File: config.mk
export PLATFORM = sky130hd
export DESIGN_NAME = pc_fetch
export DESIGN_NICKNAME = d
export VERILOG_FILES = /design/src/rtl/hap_pkg.sv /design/src/rtl/pc_fetch.sv
export SDC_FILE = /design/constraint.sdc
export NUM_CORES = 1
export LEC_CHECK = 0
export CORE_MARGIN = 5
export CORE_UTILIZATION = 51
export DETAILED_ROUTE_END_ITERATION = 6
export PLACE_DENSITY = 0.85
export SLEW_MARGIN = 5
export SYNTH_ARGS = -nofsm -noshare
export SYNTH_HDL_FRONTEND = slang
export SYNTH_SLANG_ARGS = --single-unit
File: constraint.sdc
create_clock -name clk -period 4.3 [get_ports clk]
set_input_delay 0.645 -clock clk [delete_from_list [all_inputs] [get_ports clk]]
set_output_delay 0.645 -clock clk [all_outputs]
set_load 0.1 [all_outputs]
File: src/rtl/hap_pkg.sv
// Shared definitions for the Harvard architecture processor.
// This package holds the default datapath widths, the fetch FSM state codes, and the
// branch/jump mode codes that the fetch stage shares with the compare-and-branch unit.
package hap_pkg;

  // Default instruction address / PC width and instruction word width
  localparam int HAP_ADDR_W  = 8;
  localparam int HAP_INSTR_W = 16;

  // Fetch FSM state encoding (plain constants so legacy tools can consume them)
  localparam logic [1:0] FS_IDLE   = 2'd0;
  localparam logic [1:0] FS_WAIT   = 2'd1;
  localparam logic [1:0] FS_HOLD   = 2'd2;
  localparam logic [1:0] FS_SQUASH = 2'd3;

  // Branch/jump modes decoded by the compare-and-branch unit
  typedef enum logic [2:0] {
    BR_NONE = 3'd0,
    BR_BEQ  = 3'd1,
    BR_BNE  = 3'd2,
    BR_BLT  = 3'd3,
    BR_BGE  = 3'd4,
    BR_JMP  = 3'd5,
    BR_JAL  = 3'd6
  } br_mode_t;

  // True in the states that keep a read outstanding at the instruction memory
  function automatic logic fetch_busy(input logic [1:0] st);
    return (st == FS_WAIT) || (st == FS_SQUASH);
  endfunction

endpackage

File: src/rtl/pc_fetch.sv
// Program counter and instruction-fetch stage.
// The block holds the PC and issues one read to the instruction memory at a time.
// It hands each fetched word, together with its PC, to decode through a valid/ready pair.
// A redirect from the compare-and-branch unit retargets the PC. A read that is already
// in flight is allowed to complete but its data is discarded (the SQUASH state).
module pc_fetch
  import hap_pkg::*;
#(
  parameter int                ADDR_W   = HAP_ADDR_W,
  parameter int                INSTR_W  = HAP_INSTR_W,
  parameter logic [ADDR_W-1:0] RESET_PC = '0
) (
  input  logic               clk,
  input  logic               rst_n,
  input  logic               redirect_valid,
  input  logic [ADDR_W-1:0]  redirect_addr,
  output logic               imem_req,
  output logic [ADDR_W-1:0]  imem_addr,
  input  logic               imem_ack,
  input  logic [INSTR_W-1:0] imem_rdata,
  output logic               if_valid,
  output logic [INSTR_W-1:0] if_instr,
  output logic [ADDR_W-1:0]  if_pc,
  input  logic               if_ready
);

  logic [1:0]        state;
  logic [1:0]        state_next;
  logic [ADDR_W-1:0] pc;
  logic [ADDR_W-1:0] pc_next;
  logic [ADDR_W-1:0] tgt;
  logic [ADDR_W-1:0] tgt_next;
  logic              capture;

  // The memory is always addressed by the PC register, so the address is stable while a request is open
  assign imem_addr = pc;

  // Next-state and PC selection; redirect outranks ack, which outranks if_ready
  always_comb begin
    state_next = state;
    pc_next    = pc;
    tgt_next   = tgt;
    capture    = 1'b0;
    case (state)
      FS_IDLE: begin
        // Any ack arriving here belongs to a request from before reset and is ignored
        if (redirect_valid) begin
          pc_next = redirect_addr;
        end
        state_next = FS_WAIT;
      end
      FS_WAIT: begin
        if (imem_ack) begin
          if (redirect_valid) begin
            // The word just returned is wrong-path, so re-fetch at the target straight away
            pc_next    = redirect_addr;
            state_next = FS_WAIT;
          end else begin
            capture    = 1'b1;
            state_next = FS_HOLD;
          end
        end else if (redirect_valid) begin
          // Keep the old request up until it completes; remember where to go afterwards
          tgt_next   = redirect_addr;
          state_next = FS_SQUASH;
        end
      end
      FS_SQUASH: begin
        if (redirect_valid) begin
          tgt_next = redirect_addr;
        end
        if (imem_ack) begin
          pc_next    = redirect_valid ? redirect_addr : tgt;
          state_next = FS_WAIT;
        end
      end
      FS_HOLD: begin
        if (redirect_valid) begin
          pc_next    = redirect_addr;
          state_next = FS_WAIT;
        end else if (if_ready) begin
          // Sequential fetch; wraps from the top of the address space back to zero
          pc_next    = pc + ADDR_W'(1);
          state_next = FS_WAIT;
        end
      end
      default: begin
        state_next = FS_IDLE;
      end
    endcase
  end

  // State, PC, pending target and registered outputs
  always_ff @(posedge clk or negedge rst_n) begin
    if (!rst_n) begin
      state    <= FS_IDLE;
      pc       <= RESET_PC;
      tgt      <= '0;
      imem_req <= 1'b0;
      if_valid <= 1'b0;
      if_instr <= '0;
      if_pc    <= '0;
    end else begin
      state    <= state_next;
      pc       <= pc_next;
      tgt      <= tgt_next;
      imem_req <= fetch_busy(state_next);
      if_valid <= (state_next == FS_HOLD);
      if (capture) begin
        if_instr <= imem_rdata;
        if_pc    <= pc;
      end
    end
  end

endmodule

# --- Yosys cells after proc, flatten, opt, wreduce, memory -nomap -nowiden ---
# Index checks and enable logic that the tools add are counted.
classes:
  eq_ne: 10
  add_sub_neg: 1
  muxes: 19
  n_reduce_logical: 5
ops:
  columns: ["cell", "n"]
  rows:
  - ["$mux 8", 7]
  - ["$pmux 8 s4", 1]
  - ["$pmux 8 s2", 1]
  - ["$mux 2", 6]
  - ["$add 8x1->8 const B", 1]
  - ["$eq 2x2->1 const B", 4]
  - ["$pmux 2 s4", 1]
  - ["$ne 2x2->1 const B", 3]
  - ["$eq 2x1->1 const B", 2]
  - ["$mux 1", 3]
  - ["$ne 3x3->1 const B", 1]
  - ["$reduce_and 3->1", 1]
  - ["$logic_not 2->1", 1]
  - ["$reduce_and 2->1", 1]
  - ["$reduce_bool 2->1", 1]
  - ["$logic_or 1x1->1", 1]
word_totals:
  regBits: 44
  wordCells: 42
  out_inout_bits: 34
  in_bits: 29

# --- Logic depth before layout (Yosys ltp) ---
# Gate-level depths: netlist (run 1).
logic_depth:
  depth_word: 5
  ltp_mapped: 6
  depth_no_buf: 5

# --- Worst setup path before layout (run 1) ---
# Ideal clock, no wire load.
synth_timing:
  path_type: "flip-flop to flip-flop"
  startpoint: "register pc[0], in the netlist imem_addr[0]"
  endpoint: "register pc[4], in the netlist imem_addr[4]"
  setup_ns: 0.131
  period_less_slack_ns: 1.988
  setup_slack_ns: 2.312
  n_path_buf: 0
  stages_incl_launch_ff: 6
  arrival_time_ns: 1.858
  path_cell_list: "dfrtp_1 > ha_1 > and3_1 > or3_1 > o2111ai_1 > a31oi_1"
synth_via:
  elab_chain_cells: 4
synth_lines:
  columns: ["element", "line", "rtl"]
  rows:
  - ["from (decl)", "pc_fetch.sv:29", "logic [ADDR_W-1:0] pc;"]
  - ["from (signal assigned)", "pc_fetch.sv:105", "pc <= pc_next;"]
  - ["$add 8x1->8", "pc_fetch.sv:83", "pc_next = pc + ADDR_W'(1);"]
  - ["$mux 8", "pc_fetch.sv:81", "end else if (if_ready) begin"]
  - ["$mux 8", "pc_fetch.sv:78", "if (redirect_valid) begin"]
  - ["$pmux 8 s4", "pc_fetch.sv:44", "case (state)"]
# Every way passes these cells. The select of a mux whose other input is x is not followed.
# A chain may end at the register's enable or synchronous reset.

# --- Worst setup path after layout (run 1) ---
layout_timing:
  startpoint: "register pc[4], in the netlist imem_addr[4]"
  endpoint: "output port imem_addr[4]"
layout_rtl:
  columns: ["element", "line", "rtl"]
  rows:
  - ["to (decl)", "pc_fetch.sv:18", "output logic [ADDR_W-1:0] imem_addr,"]
# No word-level cell between the ends.

==> results.tsv, run 1 <==
stage	metric	value	unit
outcome	status	completed	
global_route	use_met3	4.485	%
synth	ys_top_cells_by_area	dfrtp_1 51%, mux2_4 14%, mux2_2 6.2%	
synth	synth_cell_types	44	
worst_setup_path	critPathCaptureType	output pin	
clock_tree	clock-sinks	44	
worst_setup_path	crit_type	reg2out	
synth	synthCells	166	
synth	yosys-top-cells-count	44 x dfrtp_1, 20 x mux2_4, 12 x mux2_2	
detailed_routing	routedWlPerCell	16.37	um
worst_setup_path	cpLargestDelayFamily	buffers and inverters	
timing	hold_ws	495.3	ps
timing	period_share	62.37	%
flow_run	drv_cap	0	
detailed_routing	drc	0	
worst_setup_path	path_max_fanout	11	
power	leakagePower	0.001199	uW
timing	period_minus_slack	2682	ps
power	swShare	52.92	%
power	power.total	2109	uW
timing	relSlewSlack	34.19	%
global_route	antenna_found_initial	0	
worst_setup_path	cp.buffers_inverters	1	
clock_tree	cts_made_buffers	5	
timing	setup_viol	0	
worst_setup_path	start_kind	flip-flop	
power	p_switching	1116	uW
synth	yosysSeqAreaShare	50.63	%
clock_tree	cts_buffer_depth	2	
clock_tree	h-tree-depth	2	
worst_setup_path	regToRegSetupSlack	2480	ps
power	p_clk_share	12.5	%
worst_setup_path	crit_path_cell_trace	clkdlybuf4s50_1	
floorplanning	design.core.area	4058	um^2
timing	setup_tns	0	ps
detailed_routing	routed-via-count	1522	
worst_setup_path	crit_arrival	2040	ps
finish	syn_to_final_growth	30.55	%
clock_tree	cts_root_buffer	clkbuf_8	
detailed_routing	drt-total-wl	4.517	mm
synth	async_flop_share	100.0	%
detailed_routing	ant_nets	0	
clock_tree	post_cts_buffers	0	
timing	slew_viol_final	0	
synth	yosys_warnings	0	
power	power_frac_seq	29.8	%
detailed_routing	vias_per_cell	5.514	
power	power_frac_comb	57.7	%
detailed_routing	first_iter_violations	84	
floorplanning	start_util	53.59	%
synth	yosys_register_bits	44	
clock_tree	clkTransAtPathRegs	80	ps
timing	hold_viol	0	
finish	num-nets-final	255	
placement	dp.final_hpwl	3.278	mm
global_route	grt_max_degree	45	
worst_setup_path	crit_path_max_incr_delay	1210	ps
finish	finish.utilization	69.97	%
synth	synthFlopType	dfrtp_1	
detailed_routing	drtPass1Iterations	4	
floorplanning	die_area	5670	um^2
floorplanning	io_pins	63	
synth	synth_top_area_share	50.63	%
synth	synth_edf_count	0	
synth	synthMuxAreaShare	20.48	%
global_route	grt_pass1_wl	7.300	mm
timing	rsz0062_at_grt	no	
worst_setup_path	required	3650	ps
finish	n_antenna_cell	0	
floorplanning	row_count	23	
synth	synth_xor_area_share	0	%
clock_tree	ctsResizeCount	0	
power	vdd_drop_max	0.2372	mV
worst_setup_path	timing.rr.start	state[0]	
worst_setup_path	cp_slowest_cell	clkdlybuf4s50_1	
synth	synth_top_family_by_area	multiplexers	
global_route	grtUsageTotal	17.14	%
finish	drive_gt1_share	20.80	%
synth	synth_adder_area_share	0.5754	%
clock_tree	insertion_delay	290	ps
global_route	grt_util_met2	27.23	%
placement	portBuffers	62	
placement	place_congestion	0.8067	
floorplanning	fp.dieW	75.30	um
worst_hold_path	worstHoldPathType	in2async	
power	p_int	992.6	uW
power	power_density	742.7	nW/um^2
synth	synth_area	2175	um^2
synth	post_synth.cell_area_avg	13.10	um^2
clock_tree	cts_hold_buffers	0	
global_route	grt_busiest_layer	met2	
synth	synth_top_cell_by_area	dfrtp_1	
timing	fmax	372.9	MHz
global_route	grt_overflow	0	
clock_tree	cts_tree	built	
synth	yosysMostFrequentCell	dfrtp_1	
global_route	grt_pass1_vias	1485	
floorplanning	die_h	75.30	um
synth	synthSimpleGateAreaFrac	11.22	%
synth	synth_fp_nets	196	
synth	synth_compound_area_share	11.85	%
timing	skew	5.771	ps
global_route	grt_use_met1	22.93	%
worst_setup_path	critPathLaunch	imem_addr[4]	
timing	tightest_slew	984.1	ps
-- path summary, 6_finish.rpt --
check                      cells after the start           end
setup / recovery                               1  imem_addr[4]
hold / removal                                 1      if_pc[6]
setup reg to reg                               3   if_instr[2]
hold reg to reg                                1   if_instr[0]
max in group asynchronous                      1  if_instr[12]
min in group clk                               1   if_instr[0]
-- per-layer routing --
layer / wire length (um) / part of all wire (%)
met5: 0 / 0
met4: 64 / 1.4
met3: 440 / 9.7
met2: 2075 / 46
met1: 1937 / 43
-- layout by cell type, fill, tap and decap left out, types with 2 or more instances in the layout --
cell / synthesis / layout
nor2b_1: 4 / 4
mux2_4: 20 / 20
a32oi_1: 3 / 3
mux2_2: 12 / 12
nor4_1: 2 / 2
nand3_1: 7 / 7
inv_1: 2 / 2
o211ai_1: 2 / 2
dfrtp_1: 44 / 44
nor2_1: 5 / 5
o21ai_0: 8 / 8
a21oi_1: 7 / 7
and3_1: 2 / 2
clkbuf_8: 0 / 6
a31oi_1: 4 / 4
clkinv_2: 0 / 2
nand2_1: 5 / 5
o22a_1: 2 / 2
nand2b_1: 4 / 4
clkdlybuf4s50_1: 0 / 61
o21a_1: 2 / 2
a21o_1: 2 / 2
-- power groups by stage --
stage	Sequential, uW	Combinational [uW]	Clock (uW)
after floorplan	1340	235	0
after global placement	630	1210	0
after detailed placement	635	1220	0
after CTS	628	1220	271
after global routing	645	1250	289
final	628	1220	263
-- per-stage QoR --
| step | cells | worst slack, ps | cell area [um^2] |
|---|---|---|---|
| floorplan | 166 | 2312 | 2175 |
| global placement | 268 | 1710 | 2746 |
| detailed placement | 268 | 1670 | 2746 |
| CTS | 276 | 1606 | 2839 |
| global route | 276 | 1556 | 2839 |
| finish | 276 | 1618 | 2839 |
-- cell families after synthesis --
kind of cell,after synthesis
flops,44
compound gates,37
simple gates,39
buf+inv,12
fa+ha+maj,1
mux,33
-- flip-flops by register name, summed over array words and instances (netlist names) --
| register | count |
|---|---|
| if_valid | 1 |
| imem_req | 1 |
| if_pc | 8 |
| state | 2 |
| tgt | 8 |
| if_instr | 16 |
| imem_addr | 8 |
-- final cells by class --
type / count / area, um^2
fill: 302 / 1219
multi-input combinational: 110 / 959.7
tap: 50 / 62.56
clock inverter: 2 / 10.01
sequential: 44 / 1101
timing repair buffer: 62 / 615.6
clock buffer: 6 / 82.58
inverter: 2 / 7.507
(Power assumes the default switching activity.)
==> inputs of run 2 (changes only) <==
- CORE_UTILIZATION: 51 -> 47
- PLACE_DENSITY: 0.85 -> 0.79
- clock period: 4.3 -> 2.7 ns (I/O delays scaled with it)
==> run 2 against run 1 <==
Effect of this change: clock skew down 0.81 ps; largest cell class unchanged; sequential cell count did not move; via count fell by 0.66%; global-route usage fell by 2.5 points; critical path type is now in2reg; non-clock buffer count grew 2; sequential power increased by 59%; setup slack got worse by 760 ps; register-to-register slack got worse by 1600 ps; design area decreased by 1.4%.
==> results.tsv, run 2 (synthesized netlist as in run 1, its figures left out) <==
stage	metric	value	unit	change
outcome	status	completed		unchanged
flow_run	drv_cap	0		unchanged
clock_tree	cts_root_buffer	clkbuf_8		unchanged
timing	fmax	542.7	MHz	
timing	relSlewSlack	37.85	%	was 34.19%
floorplanning	row_count	24		was 23
timing	skew	4.964	ps	was 5.771 ps
timing	period_share	68.24	%	
detailed_routing	wl_met1	1.911	mm	was 1.937 mm
detailed_routing	first_iter_violations	105		was 84
detailed_routing	routed.top_layer	met4		unchanged
finish	regMostFlops	if_instr		unchanged
placement	post_dp_cell_area	2691	um^2	was 2746 um^2
power	power.total	3374	uW	was 2109 uW
timing	period_minus_slack	1843	ps	
detailed_routing	routed-via-count	1512		was 1522
timing	setup_viol	0		unchanged
finish	syn_to_final_growth	28.71	%	was 30.55%
finish	drive_gt1_share	35.96	%	was 20.80%
clock_tree	cts_tree	built		unchanged
timing	setup_tns	0	ps	unchanged
detailed_routing	drc	0		unchanged
power	p_int	1598	uW	was 992.6 uW
floorplanning	start_util	49.26	%	was 53.59%
floorplanning	fp.dieW	78.02	um	was 75.30 um
finish	layout_commonest_cell	dfrtp_1		was clkdlybuf4s50_1
worst_setup_path	crit_type	in2reg		was reg2out
power	swShare	52.64	%	was 52.92%
finish	fin_area	2799	um^2	was 2839 um^2
detailed_routing	drt-total-wl	4.329	mm	was 4.517 mm
global_route	grt_max_degree	45		unchanged
power	p_switching	1776	uW	was 1116 uW
placement	place_congestion	0.8007		was 0.8067
global_route	grtUsageTotal	14.65	%	was 17.14%
detailed_routing	routedWlPerCell	15.46	um	was 16.37 um
clock_tree	insertion_delay	290	ps	about the same
floorplanning	die_h	78.02	um	was 75.30 um
clock_tree	cts_hold_buffers	0		unchanged
timing	tightest_slew	932.2	ps	was 984.1 ps
timing	rsz0062_at_grt	no		unchanged
floorplanning	io_pins	63		unchanged
clock_tree	ctsResizeCount	0		unchanged
detailed_routing	vias_per_cell	5.400		was 5.514
power	p_clk_share	14.4	%	was 12.5%
detailed_routing	drtPass1Iterations	4		unchanged
floorplanning	die_area	6087	um^2	was 5670 um^2
power	power_frac_seq	29.7	%	was 29.8%
global_route	grt_pass1_vias	1518		was 1485
worst_hold_path	worstHoldPathType	in2async		unchanged
worst_setup_path	crit_arrival	2020	ps	was 2040 ps
global_route	grt_overflow	0		unchanged
power	power_density	1206	nW/um^2	was 742.7 nW/um^2
finish	n_antenna_cell	0		unchanged
clock_tree	clkTransAtPathRegs	80	ps	about the same
placement	portBuffers	62		unchanged
worst_setup_path	start_kind	input port		was flip-flop
clock_tree	cts_buffer_depth	2		unchanged
detailed_routing	ant_nets	0		unchanged
timing	slew_viol_final	0		unchanged
finish	final_cell_mix	44 x dfrtp_1, 35 x buf_4, 27 x clkdlybuf4s50_1, 20 x mux2_4, 12 x mux2_2		was 61 x clkdlybuf4s50_1, 44 x dfrtp_1, 20 x mux2_4, 12 x mux2_2, 8 x o21ai_0
placement	dp.final_hpwl	3.234	mm	was 3.278 mm
floorplanning	design.core.area	4414	um^2	was 4058 um^2
detailed_routing	met3_length	300	um	was 440 um
clock_tree	h-tree-depth	2		unchanged
finish	largest_register_ffs	16		unchanged
clock_tree	cts_made_buffers	5		unchanged
worst_setup_path	required	2870	ps	was 3650 ps
worst_setup_path	path_max_fanout	15		was 11
clock_tree	clock-sinks	44		unchanged
worst_setup_path	critPathCaptureType	flip-flop		was output pin
timing	hold_viol	0		unchanged
power	leakagePower	0.001250	uW	was 0.001199 uW
finish	finish.utilization	63.41	%	was 69.97%
detailed_routing	dr_wl_met2	2.053	mm	was 2.075 mm
global_route	antenna_found_initial	0		unchanged
finish	num-nets-final	257		was 255
power	power_frac_comb	55.9	%	was 57.7%
global_route	grt_pass1_wl	7.307	mm	was 7.300 mm
power	vdd_drop_max	0.5640	mV	was 0.2372 mV
clock_tree	post_cts_buffers	0		unchanged
run 2: metal layers:
metal	track usage, %	up-vias
met5	0	-
met4	4.054	0
met3	4.119	7
met2	23.46	54
met1	19.59	718
li1	-	733
run 2: cell type report:
class / count / area [um^2]
clock inverter: 2 / 35.03
fill: 345 / 1615
inverter: 2 / 7.507
multi-input combinational: 110 / 959.7
tap: 52 / 65.06
timing repair buffer: 64 / 558.0
sequential: 44 / 1101
clock buffer: 6 / 72.57
run 2: final timing paths:
| path | startpoint | to | slack [ps] | cells after the start |
|---|---|---|---|---|
| min in group clk | tgt[1] | tgt[1] | 510 | 1 |
| max in group asynchronous | rst_n | tgt[7] | 1880 | 1 |
| worst min-delay path | rst_n | if_instr[10] | 260 | 1 |
| worst min register to register | tgt[1] | tgt[1] | 510 | 1 |
| worst max-delay path | redirect_valid | if_pc[2] | 860 | 5 |
| worst max register to register | state[0] | if_pc[2] | 890 | 4 |
run 2: power groups by stage:
stage | Combinational (uW) | Clock (uW) | Sequential, uW
after floorplan | 375 | 0 | 2130
after global routing | 1950 | 527 | 1030
after global placement | 1880 | 0 | 1010
final | 1890 | 486 | 1000
after CTS | 1900 | 502 | 1000
after detailed placement | 1890 | 0 | 1020
run 2: critical path: stages:
cell	delay [ps]
clkdlybuf4s50_1	530
buf_4	250
nor2_8	330
buf_12	200
mux2_4	300
run 2: per-stage QoR:
| stage | hold WS, ps | worst slack [ps] | instances |
|---|---|---|---|
| after floorplan | 109.4 | 711.9 | 166 |
| after CTS | 279.6 | 856.6 | 280 |
| after detailed placement | 494.5 | 538.6 | 272 |
| after global placement | 491.7 | 568.6 | 272 |
| after global routing | 353.7 | 784.0 | 280 |
| final | 255.7 | 857.4 | 280 |
==> inputs of run 3 (changes only) <==
- clock period: 2.7 -> 1.7 ns (I/O delays scaled with it)
==> run 3 against run 2 <==
Effect of this change: die area unchanged; clock-buffer cell count up 1; routed wire length up 18%; design area up 21%; via count up 5.6%; final cell count up 6.1%; critical path depth unchanged; clock power up 77%.
==> results.tsv, run 3 (synthesized netlist as in run 1, its figures left out) <==
stage	metric	value	unit	change
outcome	status	completed		unchanged
worst_setup_path	crit_path_cell_trace	nor2b_4 > nand2_4 > nor2_8 > buf_4 > mux2_2		was clkdlybuf4s50_1 > buf_4 > nor2_8 > buf_12 > mux2_4
timing	fmax	643.2	MHz	
placement	dp.final_hpwl	3.922	mm	was 3.234 mm
worst_setup_path	crit_arrival	1740	ps	was 2020 ps
timing	slew_viol_final	0		unchanged
detailed_routing	routedWlPerCell	17.13	um	was 15.46 um
worst_setup_path	cp_slowest_cell	dfrtp_1		was clkdlybuf4s50_1
timing	period_share	91.45	%	
timing	skew	5.694	ps	was 4.964 ps
finish	syn_to_final_growth	55.98	%	was 28.71%
worst_setup_path	path_max_fanout	11		was 15
floorplanning	io_pins	63		unchanged
finish	finish.utilization	76.84	%	was 63.41%
floorplanning	row_count	24		unchanged
detailed_routing	drt-total-wl	5.087	mm	was 4.329 mm
worst_setup_path	start_kind	flip-flop		was input port
timing	setup_viol	0		unchanged
placement	portBuffers	62		unchanged
detailed_routing	routed-via-count	1597		was 1512
timing	tightest_slew	419.0	ps	was 932.2 ps
power	power_density	1866	nW/um^2	was 1206 nW/um^2
global_route	grt_pass1_vias	1703		was 1518
worst_setup_path	crit_type	reg2reg		was in2reg
floorplanning	die_area	6087	um^2	unchanged
power	leakagePower	0.001492	uW	was 0.001250 uW
clock_tree	clock-sinks	44		unchanged
detailed_routing	ant_nets	0		unchanged
global_route	grt_pass1_wl	8.314	mm	was 7.307 mm
clock_tree	clkTransAtPathRegs	80	ps	about the same
worst_setup_path	regToRegSetupSlack	150	ps	was 890 ps
global_route	grt_max_degree	25		was 45
global_route	grtUsageTotal	16.88	%	was 14.65%
finish	layout_commonest_cell	dfrtp_1		unchanged
worst_setup_path	crit_path_max_incr_delay	530	ps	about the same
floorplanning	die_h	78.02	um	unchanged
worst_setup_path	cpLargestDelayFamily	flip-flops		was buffers and inverters
timing	period_minus_slack	1555	ps	
clock_tree	post_cts_buffers	0		unchanged
worst_setup_path	cp.buffers_inverters	1		was 3
detailed_routing	vias_per_cell	5.377		was 5.400
global_route	antenna_found_initial	0		unchanged
worst_setup_path	required	1880	ps	was 2870 ps
flow_run	drv_cap	0		unchanged
power	vdd_drop_max	0.7241	mV	was 0.5640 mV
clock_tree	cts_made_buffers	5		unchanged
detailed_routing	drtPass1Iterations	4		unchanged
placement	place_congestion	0.8422		was 0.8007
clock_tree	cts_tree	built		unchanged
finish	num-nets-final	274		was 257
clock_tree	h-tree-depth	2		unchanged
finish	final_cell_mix	39 x dfrtp_1, 36 x buf_12, 27 x clkdlybuf4s50_1, 20 x mux2_4, 16 x buf_4		was 44 x dfrtp_1, 35 x buf_4, 27 x clkdlybuf4s50_1, 20 x mux2_4, 12 x mux2_2
clock_tree	cts_buffer_depth	2		unchanged
worst_hold_path	worstHoldPathType	in2async		unchanged
floorplanning	fp.dieW	78.02	um	unchanged
finish	largest_register_ffs	16		unchanged
timing	relSlewSlack	72.07	%	was 37.85%
timing	rsz0062_at_grt	no		unchanged
clock_tree	cts_root_buffer	clkbuf_8		unchanged
timing	hold_ws	472.4	ps	was 255.7 ps
global_route	grt_overflow	0		unchanged
finish	regMostFlops	if_instr		unchanged
finish	n_antenna_cell	0		unchanged
finish	drive_gt1_share	42.45	%	was 35.96%
floorplanning	start_util	49.26	%	unchanged
worst_setup_path	critPathCaptureType	flip-flop		unchanged
floorplanning	design.core.area	4414	um^2	unchanged
timing	hold_viol	0		unchanged
detailed_routing	drc	0		unchanged
detailed_routing	first_iter_violations	78		was 105
clock_tree	insertion_delay	290	ps	about the same
## run 3: cell count changes in the layout (fill, tap and decap cells not counted)
cell	change
buf_4	-19
clkinv_2	-1
clkbuf_1	-1
dfrtp_1	-5
buf_12	+35
clkbuf_8	+2
dfrtp_2	+5
dlygate4sd3_1	+1
## run 3: area by class of cell
cell class                 instances  area (um^2)
tap                               52        65.06
fill                             273         1022
sequential                        44         1107
clock inverter                     1        30.03
clock buffer                       7        96.34
inverter                           2        7.507
timing repair buffer              81         1126
multi-input combinational        110        959.7
## run 3: repair_timing
action | in CTS | in global routing
resized for setup | 0 | 0
hold endpoints to repair | 44 | 0
hold buffers | 1 | 0
## run 3: layer usage
| metal | vias to the layer above | part of all wire (%) | global-route usage, % |
|---|---|---|---|
| met5 | - | 0 | 0 |
| met4 | 0 | 1.4 | 5.743 |
| met3 | 8 | 5.0 | 3.547 |
| met2 | 53 | 49 | 27.63 |
| met1 | 772 | 45 | 22.36 |
| li1 | 764 | - | - |
## run 3: worst paths after layout
kind,startpoint,endpoint,cells after the start
min in group clk,tgt[4],tgt[4],1
setup / recovery,state[1],if_instr[2],5
max in group asynchronous,rst_n,imem_addr[4],3
hold / removal,rst_n,if_instr[14],3
hold reg to reg,tgt[4],tgt[4],1
setup reg to reg,state[1],if_instr[2],5
## run 3: worst reg2reg max path: stages, from the launching register on
cell and delay [ps]:
dfrtp_1 530, nor2b_4 200, nand2_4 90, nor2_8 130
buf_4 150, mux2_2 340
## run 3: report_power, final
group	total (uW)	switching [uW]	leakage, uW	internal, uW
Clock	859	341	0.0000645	518
Sequential	1720	376	0.000514	1350
Combinational	3750	2290	0.000914	1460
## run 3: stage by stage
stage / power (uW) / instances / TNS, ps / worst slack (ps) / cell area, um^2
finish: 6331 / 297 / 0 / 145.3 / 3392
global placement: 5440 / 288 / -135.2 / -18.20 / 3256
CTS: 6379 / 297 / 0 / 136.1 / 3392
global route: 6529 / 297 / 0 / 75.66 / 3392
detailed placement: 5506 / 288 / -1448 / -120.2 / 3256
floorplan: 3991 / 166 / -30.07 / -30.07 / 2181
